## src/rtl/ecmac_pkg.sv

```systemverilog
// Shared constants and result-entry layout for the error-compensation MAC array
// and its column drain.
package ecmac_pkg;

    localparam int ECMAC_PS_W = 24;
    localparam int ECMAC_EP_W = 16;

    typedef struct packed {
        logic [ECMAC_PS_W-1:0] data;
        logic                  sat;
        logic                  last;
    } ecmac_res_t;

endpackage

```

## src/rtl/ecmac_res_fifo.sv

```systemverilog
// First-word-fall-through FIFO for corrected column results; a push is taken
// while full only when a pop happens in the same cycle.
module ecmac_res_fifo #(
    parameter int W     = 26,
    parameter int DEPTH = 8
) (
    input  logic         clk,
    input  logic         rst,
    input  logic         push,
    input  logic [W-1:0] push_data,
    input  logic         pop,
    output logic [W-1:0] head_data,
    output logic         head_valid,
    output logic         full
);

    localparam int AW = $clog2(DEPTH);
    localparam logic [AW:0] FULL_CNT = (AW+1)'(DEPTH);

    logic [W-1:0]  mem_r [DEPTH];
    logic [AW-1:0] wr_ptr_r;
    logic [AW-1:0] rd_ptr_r;
    logic [AW:0]   count_r;
    logic          empty_s;
    logic          push_ok_s;
    logic          pop_ok_s;

    assign empty_s    = (count_r == '0);
    assign full       = (count_r == FULL_CNT);
    assign pop_ok_s   = pop && !empty_s;
    assign push_ok_s  = push && (!full || pop_ok_s);
    assign head_valid = !empty_s;
    // Head is forced to zero when empty so every output reads 0 in reset.
    assign head_data  = empty_s ? '0 : mem_r[rd_ptr_r];

    // Storage array write port
    always_ff @(posedge clk) begin
        if (push_ok_s) begin
            mem_r[wr_ptr_r] <= push_data;
        end
    end

    // Pointer and occupancy bookkeeping
    always_ff @(posedge clk or posedge rst) begin
        if (rst) begin
            wr_ptr_r <= '0;
            rd_ptr_r <= '0;
            count_r  <= '0;
        end else begin
            if (push_ok_s) begin
                wr_ptr_r <= wr_ptr_r + AW'(1);
            end
            if (pop_ok_s) begin
                rd_ptr_r <= rd_ptr_r + AW'(1);
            end
            case ({push_ok_s, pop_ok_s})
                2'b10:   count_r <= count_r + (AW+1)'(1);
                2'b01:   count_r <= count_r - (AW+1)'(1);
                default: count_r <= count_r;
            endcase
        end
    end

endmodule

```

## src/rtl/ecmac_col_drain.sv

```systemverilog
// Column-bottom drain: adds the deferred error product to the partial sum and
// queues results in tiles. Optional saturation is enabled by ECMAC_SAT_EN.
module ecmac_col_drain
    import ecmac_pkg::*;
#(
    parameter int PS_W     = ECMAC_PS_W,
    parameter int EP_W     = ECMAC_EP_W,
    parameter int DEPTH    = 8,
    parameter int TILE_LEN = 16
) (
    input  logic            clk,
    input  logic            rst,
    input  logic            in_valid,
    input  logic [PS_W-1:0] partial_sum_in,
    input  logic [EP_W-1:0] error_product_in,
    output logic            res_valid,
    input  logic            res_ready,
    output logic [PS_W-1:0] res_data,
    output logic            res_last,
    output logic            res_sat,
    output logic            drop_err,
    output logic [15:0]     comp_count
);

    localparam int TC_W = (TILE_LEN > 1) ? $clog2(TILE_LEN) : 1;
    localparam logic [TC_W-1:0] TILE_END = TC_W'(TILE_LEN - 1);
`ifdef ECMAC_SAT_EN
    localparam int EW = PS_W + 2;
`else
    localparam int EW = PS_W + 1;
`endif

    logic [PS_W-1:0] data_s;
    logic            sat_s;
    logic            last_s;
    logic [PS_W-1:0] s1_data_r;
    logic            s1_sat_r;
    logic            s1_last_r;
    logic            s1_valid_r;
    logic [TC_W-1:0] tile_cnt_r;
    logic [15:0]     comp_count_r;
    logic            drop_err_r;
    logic [EW-1:0]   push_data_s;
    logic [EW-1:0]   head_s;
    logic            head_valid_s;
    logic            full_s;
    logic            pop_s;

`ifdef ECMAC_SAT_EN
    logic [PS_W:0] sum_s;
`else
    logic [PS_W-1:0] sum_s;
`endif

    // Compensation adder with optional saturation on carry-out
    always_comb begin
        last_s = (tile_cnt_r == TILE_END);
`ifdef ECMAC_SAT_EN
        sum_s = {1'b0, partial_sum_in} + (PS_W+1)'(error_product_in);
        if (sum_s[PS_W]) begin
            data_s = {PS_W{1'b1}};
            sat_s  = 1'b1;
        end else begin
            data_s = sum_s[PS_W-1:0];
            sat_s  = 1'b0;
        end
`else
        sum_s  = partial_sum_in + PS_W'(error_product_in);
        data_s = sum_s;
        sat_s  = 1'b0;
`endif
    end

    // Stage register, tile counter and compensation counter
    always_ff @(posedge clk or posedge rst) begin
        if (rst) begin
            s1_valid_r   <= 1'b0;
            s1_data_r    <= '0;
            s1_sat_r     <= 1'b0;
            s1_last_r    <= 1'b0;
            tile_cnt_r   <= '0;
            comp_count_r <= 16'd0;
        end else begin
            s1_valid_r <= in_valid;
            if (in_valid) begin
                s1_data_r  <= data_s;
                s1_sat_r   <= sat_s;
                s1_last_r  <= last_s;
                tile_cnt_r <= last_s ? '0 : tile_cnt_r + TC_W'(1);
                if (error_product_in != '0) begin
                    comp_count_r <= comp_count_r + 16'd1;
                end
            end
        end
    end

    assign pop_s = head_valid_s && res_ready;

    // Sticky loss flag: a push meets a full FIFO with no pop to make room
    always_ff @(posedge clk or posedge rst) begin
        if (rst) begin
            drop_err_r <= 1'b0;
        end else if (s1_valid_r && full_s && !pop_s) begin
            drop_err_r <= 1'b1;
        end else begin
            drop_err_r <= drop_err_r;
        end
    end

`ifdef ECMAC_SAT_EN
    assign push_data_s = {s1_data_r, s1_sat_r, s1_last_r};
    assign res_sat     = head_s[1];
`else
    assign push_data_s = {s1_data_r, s1_last_r};
    assign res_sat     = 1'b0;
`endif

    ecmac_res_fifo #(
        .W     (EW),
        .DEPTH (DEPTH)
    ) u_fifo (
        .clk        (clk),
        .rst        (rst),
        .push       (s1_valid_r),
        .push_data  (push_data_s),
        .pop        (pop_s),
        .head_data  (head_s),
        .head_valid (head_valid_s),
        .full       (full_s)
    );

    assign res_valid  = head_valid_s;
    assign res_data   = head_s[EW-1 -: PS_W];
    assign res_last   = head_s[0];
    assign drop_err   = drop_err_r;
    assign comp_count = comp_count_r;

endmodule
```

## config.mk

```make
export PLATFORM = sky130hd
export DESIGN_NAME = ecmac_col_drain
export DESIGN_NICKNAME = d
export VERILOG_FILES = /design/src/rtl/ecmac_pkg.sv /design/src/rtl/ecmac_res_fifo.sv /design/src/rtl/ecmac_col_drain.sv
export SDC_FILE = /design/constraint.sdc
export NUM_CORES = 1
export LEC_CHECK = 0
export CAP_MARGIN = 0
export CORE_ASPECT_RATIO = 0.75
export CORE_MARGIN = 4
export CORE_UTILIZATION = 30
export DETAILED_ROUTE_END_ITERATION = 8
export PLACE_DENSITY = 0.49
export SLEW_MARGIN = 20
export SYNTH_ARGS = -nofsm -noshare
export SYNTH_HDL_FRONTEND = slang
export SYNTH_SLANG_ARGS = --single-unit
```

## constraint.sdc

```tcl
create_clock -name clk -period 9.2 [get_ports clk]
set_input_delay 1.38 -clock clk [delete_from_list [all_inputs] [get_ports clk]]
set_output_delay 1.38 -clock clk [all_outputs]
set_load 0.01 [all_outputs]
```

### After elaboration in Yosys (flattened, before gate mapping)

Memory sizes are Yosys's and may differ from the RTL's.
Index checks and enable logic that the tools add are counted.

| storage, ports and cells | value |
|---|---|
| memories kept | 1 |
| input bits | 44 |
| word-level logic and storage cells | 39 |
| memory bits (writable) | 200 |
| register bits after elaboration | 57 |

| operators by class | value |
|---|---|
| muxes and demuxes | 5 |
| reduce and logical (&&, ||, !) cells | 13 |
| add/sub/neg operators | 7 |
| equal/unequal tests | 4 |

Memories:

| name | depth | width | rd ports | clocked after Yosys merged registers in | wr ports | RTL line | RTL |
|---|---|---|---|---|---|---|---|
| u_fifo.mem_r | 8 | 25 | 1 | 0 | 1 | ecmac_res_fifo.sv:20 | `logic [W-1:0] mem_r [DEPTH];` |

Operator list:

| kind | number |
|---|---|
| 2-to-1 mux 25 bit | 1 |
| adder 24 x 16 -> 24 bit | 1 |
| adder 16 x 1 -> 16 bit, second input constant | 1 |
| nonzero test 16 bit | 1 |
| adder 4 x 1 -> 4 bit, second input constant | 2 |
| equality test 4 bit, second input constant | 2 |
| case mux 4 bit (2 select lines) | 1 |
| adder 3 x 1 -> 3 bit, second input constant | 2 |
| logical AND 1 bit | 5 |
| logical NOT 4 bit | 1 |
| 2-to-1 mux 4 bit | 1 |
| subtractor 4 x 1 -> 4 bit, second input constant | 1 |
| logical NOT 1 bit | 3 |
| equality test 2 x 1 -> 1 bit, second input constant | 1 |
| equality test 2 bit, second input constant | 1 |
| 2-to-1 mux 1 bit | 2 |
| AND reduction 2 bit | 1 |
| nonzero test 2 bit | 1 |
| logical OR 1 bit | 1 |

### Logic depth before layout (Yosys ltp)

| depth | value |
|---|---|
| word-level depth | 8 |
| depth in mapped cells | 11 |
| gate-level depth less buffers | 11 |

### Modules after synthesis

From an unflattened synthesis, not the netlist that was laid out.

| unflattened totals | value |
|---|---|
| cell total of the unflattened synthesis | 692 |
| area, all modules | 11144.4 sq um |

By module, submodules not included:

| module | area each (sq um) | times used | cells each |
|---|---|---|---|
| ecmac_res_fifo | 8247.9 | 1 | 389 |
| ecmac_col_drain | 2896.5 | 1 | 303 |

### Worst setup path before layout

No wires, ideal clock.

| path | value |
|---|---|
| path type | input to register |
| from | input res_ready |
| to | memory u_fifo.mem_r[0][0] (netlist bit) (enable) |
| path slack | 5.219 ns |
| buffers on the path | 0 |
| data arrival time | 3.543 ns |
| required time | 8.762 ns |
| stages on the path | 4 |
| path through | nand3b_1 -> and2_1 -> nand2b_1 -> nor3_1 |

| on the way | value |
|---|---|
| word-level cells in the longest chain between the ends | 6 |

Ends and longest elaborated chain:

| what | RTL line | RTL |
|---|---|---|
| from (decl) | ecmac_col_drain.sv:17 | `input logic res_ready,` |
| logical AND 1 bit | ecmac_col_drain.sv:97 | `assign pop_s = head_valid_s && res_ready;` |
| logical AND 1 bit | ecmac_res_fifo.sv:30 | `assign pop_ok_s = pop && !empty_s;` |
| logical OR 1 bit | ecmac_res_fifo.sv:31 | `assign push_ok_s = push && (!full \|\| pop_ok_s);` |
| logical AND 1 bit | ecmac_res_fifo.sv:31 |  |
| 2-to-1 mux 1 bit | ecmac_res_fifo.sv:38 | `if (push_ok_s) begin` |
| 2-to-1 mux 1 bit (implied by the code) | ecmac_res_fifo.sv:39 | `mem_r[wr_ptr_r] <= push_data;` |
| to (decl) | ecmac_res_fifo.sv:20 |  |

Every way passes these cells.

### Worst setup path after layout

| path | value |
|---|---|
| from | register u_fifo.rd_ptr_r[1] |
| to | output res_data[10] |

| on the way | value |
|---|---|
| word-level cells in the longest chain between the ends | 2 |

Ends and longest elaborated chain:

| what | RTL line | RTL |
|---|---|---|
| from (decl) | ecmac_res_fifo.sv:22 | `logic [AW-1:0] rd_ptr_r;` |
| from (signal assigned) | ecmac_res_fifo.sv:54 | `rd_ptr_r <= rd_ptr_r + AW'(1);` |
| memory (8 x 25 bit) | - |  |
| 2-to-1 mux 25 bit | ecmac_res_fifo.sv:34 | `assign head_data = empty_s ? '0 : mem_r[rd_ptr_r];` |
| to (decl) | ecmac_col_drain.sv:18 | `output logic [PS_W-1:0] res_data,` |

Every way passes these cells.

==> metrics.md <==
| Metric | Value |
|---|---|
| Synth Area per Inst | 16.2 sq um |
| Layout area overhead | 22.4% |
| Metal3 WL | 1140 um |
| Synth unique cells | 60 |
| Post-DP HPWL | 15,700 um |
| Max Cap Violations | 0 |
| Post-synth top flop | edfxtp_1 |
| Max Used Layer | met4 |
| Synthesized instance count | 687 |
| Root Buffer | clkbuf_16 |
| Total Wirelength | 24,900 um |
| Final Worst Setup Slack | 4790 ps |
| Global-route wire length before repair | 39,400 um |
| Layout cells sized above 1 | 0.174 |
| Non-filler instance count after layout | 1,303 |
| CTS Buf Count | 28 |
| Setup slack after placement | 5120 ps |
| Slew Limit Fails | 0 |
| DR iter-0 viols | 482 |
| Clk sinks | 257 |
| Drt via density | 4.72 |
| Synthesized area | 11,200 sq um |
| Pre-Repair DR Iteration Count | 4 |
| Inst Count DP | 1,249 |
| Reg area | 7440 sq um |
| Maximum VDD drop | 123 uV |
| Power density over the cells | 298 nW/um^2 |
| GRT Util Overall | 0.125 |
| Cts hold-fix bufs | 0 |
| Placement Rows | 60 |
| Outcome | finished, final reports clean |
| Yosys reg bits | 257 |
| Antenna violations before repair | 2 |
| Core area | 36,300 sq um |
| Die H | 175 um |
| H-tree depth | 1 |
| Routed length on met1 | 12,700 um |
| Clk_lat worst skew | 560 ps |
| CTS-repair resized insts | 0 |
| Unrepaired setup endpoints after global routing | no |
| Least-Margin Pin Slew | 776 ps |
| Worst Path Arrival | 3030 ps |
| Final clock skew | 13.2 ps |
| Port Buf Inserts | 86 |
| Fmax | 227 MHz |
| Crit. End Element | primary output |
| Yosys warnings | 0 |
| Multi-input logic area | 3560 sq um |
| Final min period | 4410 ps |
| Initial Utilization | 0.308 |
| CTS tree | built |
| Asr flop ratio synth | 0.222 |
| # nets final | 853 |
| Final hold slack | 476 ps |
| Worst rel slew slack | 0.482 |
| Clock-pin slew on the worst setup and hold paths | 60 ps |
| DIE AREA | 40,400 sq um |
| Drt drc | 0 |
| Fill count | 3,354 |
| # setup viols final | 0 |
| Sequential-to-total area share from yosys stat | 0.666 |
| Pin count of the biggest net entering global routing | 58 |
| WL/cell | 19.1 um |
| Maximum fanout along the worst path | 30 |
| EDFF count, synth | 200 |
| CTS Buffer Depth | 3 |
| WS Path Type | reg -> out |
| Vias in the first global route | 6,478 |
| Die W | 231 um |
| Tcrit/Tclk final | 0.479 |
| GRT overflow | 0 |
| Worst setup SP type | flip-flop |
| Number of I/O pins | 88 |
| Placer Congestion | 0.755 |
| P_leak | 4.80 nW |
| Hold Fails Final Rpt | 0 |
| Via count | 6,148 |
| Met2 Wirelength | 10,600 um |
| Setup Fix Bufs, Post-CTS | 0 |
| Syn nets | 756 |
| Hold Path Class | reg -> reg |
| Final ANT Viol Nets | 0 |
| Worst path required time | 7820 ps |
| Final TNS setup | 0 ps |
-- routing by layer --
| layer | vias up | track usage |
|---|---|---|
| met5 | - | 0 |
| met1 | 3095 | 0.192 |
| met4 | 0 | 0.0248 |
| met3 | 38 | 0.0272 |
| li1 | 2881 | - |
| met2 | 134 | 0.181 |
-- cells by family (layout without fill, tap and decap cells) --
family	Yosys count	count (layout)	share of synthesized area
DFF	257	257	0.666
adders and majority gates	25	25	0.0294
buffers and inverters	45	164	0.0178
muxes	92	92	0.140
AOI/OAI and AO/OA	86	86	0.0536
xor gates and xnor gates	37	37	0.0290
other	1	2	0.000336
and+or+nand+nor	144	144	0.0633
-- final timing paths --
check	start	endpoint	slack, ps	cells after the start
min reg2reg	drop_err	drop_err	480	1
max reg2reg	u_fifo.count_r[0]	u_fifo.count_r[3]	6410	12
min	drop_err	drop_err	480	1
max in group asynchronous	rst	u_fifo.rd_ptr_r[0]	7270	3
max	u_fifo.rd_ptr_r[1]	res_data[10]	4790	5
min in group asynchronous	rst	s1_data_r[17]	1350	3
-- synth_stat cells, drive strengths merged (11+ instances only) --
cell    count  share of area
a21o       11         0.0074
a21oi      21          0.010
buf        20         0.0094
clkbuf     13         0.0044
dfrtp      57           0.13
edfxtp    200           0.54
ha         23          0.026
inv        12         0.0040
mux2       15          0.015
mux2i      27          0.024
mux4       50           0.10
nand2      40          0.013
nor2       44          0.015
o21ai      17         0.0080
xnor2      29          0.023
-- where the power goes --
part           internal (W)  switching (W)  total, W
Clock              0.000747       0.000460   0.00121
Sequential          0.00150       0.000204   0.00170
Combinational      0.000639       0.000531   0.00117
Total               0.00288        0.00119   0.00408
-- layout by cell type, fill, tap and decap left out, types with 3 or more instances in the layout --
master / Yosys / final
edfxtp_1: 200 / 200
clkdlybuf4s50_1: 0 / 86
dfrtp_1: 57 / 55
mux4_2: 50 / 50
nand2_1: 40 / 40
nor2_1: 44 / 38
xnor2_1: 29 / 29
clkbuf_16: 0 / 28
mux2i_1: 27 / 27
ha_1: 23 / 23
a21oi_1: 19 / 19
o21ai_0: 15 / 15
mux2_2: 15 / 15
buf_4: 1 / 13
inv_1: 12 / 11
a21o_1: 11 / 11
nand4_1: 10 / 10
and3_1: 9 / 9
clkbuf_1: 13 / 9
nand3_1: 8 / 8
xor2_1: 8 / 8
o21a_1: 6 / 6
nor3_1: 8 / 6
nor2_2: 0 / 6
o31ai_1: 5 / 5
and4_1: 5 / 5
nor4_1: 5 / 5
nand2b_1: 5 / 5
bufinv_16: 0 / 5
clkbuf_8: 0 / 5
o21bai_1: 3 / 3
-- stage by stage --
| step | power, W | utilization | instance area [sq um] |
|---|---|---|---|
| CTS | 0.00414 | 0.376 | 13600 |
| global route | 0.00432 | 0.377 | 13700 |
| finish | 0.00408 | 0.377 | 13700 |
| floorplan | 0.00239 | - | 11200 |
| global placement | 0.00291 | 0.348 | 12600 |
| detailed placement | 0.00292 | 0.348 | 12600 |
-- sequential cells by signal (all words and copies together), names as in the netlist --
register / count
s1_valid_r: 1
tile_cnt_r: 4
u_fifo.rd_ptr_r: 3
s1_last_r: 1
u_fifo.wr_ptr_r: 3
drop_err: 1
comp_count: 16
s1_data_r: 24
u_fifo.mem_r: 200
u_fifo.count_r: 4
-- critical path: stages, from the launching register on --
cell,delay [ps]
dfrtp_2,730
buf_4,510
mux4_2,370
mux2i_1,270
nor2_1,70
clkdlybuf4s50_1,490
-- area by class of cell --
class / count / share of cell area
inverters: 12 / 0.00330
diodes: 1 / 0.000183
flip-flops and latches: 257 / 0.544
well taps: 496 / 0.0454
repair buffers: 100 / 0.0722
clock buffers: 42 / 0.0588
multi-input cells: 385 / 0.261
clock inverters: 10 / 0.0151
(Power assumes the default switching activity.)
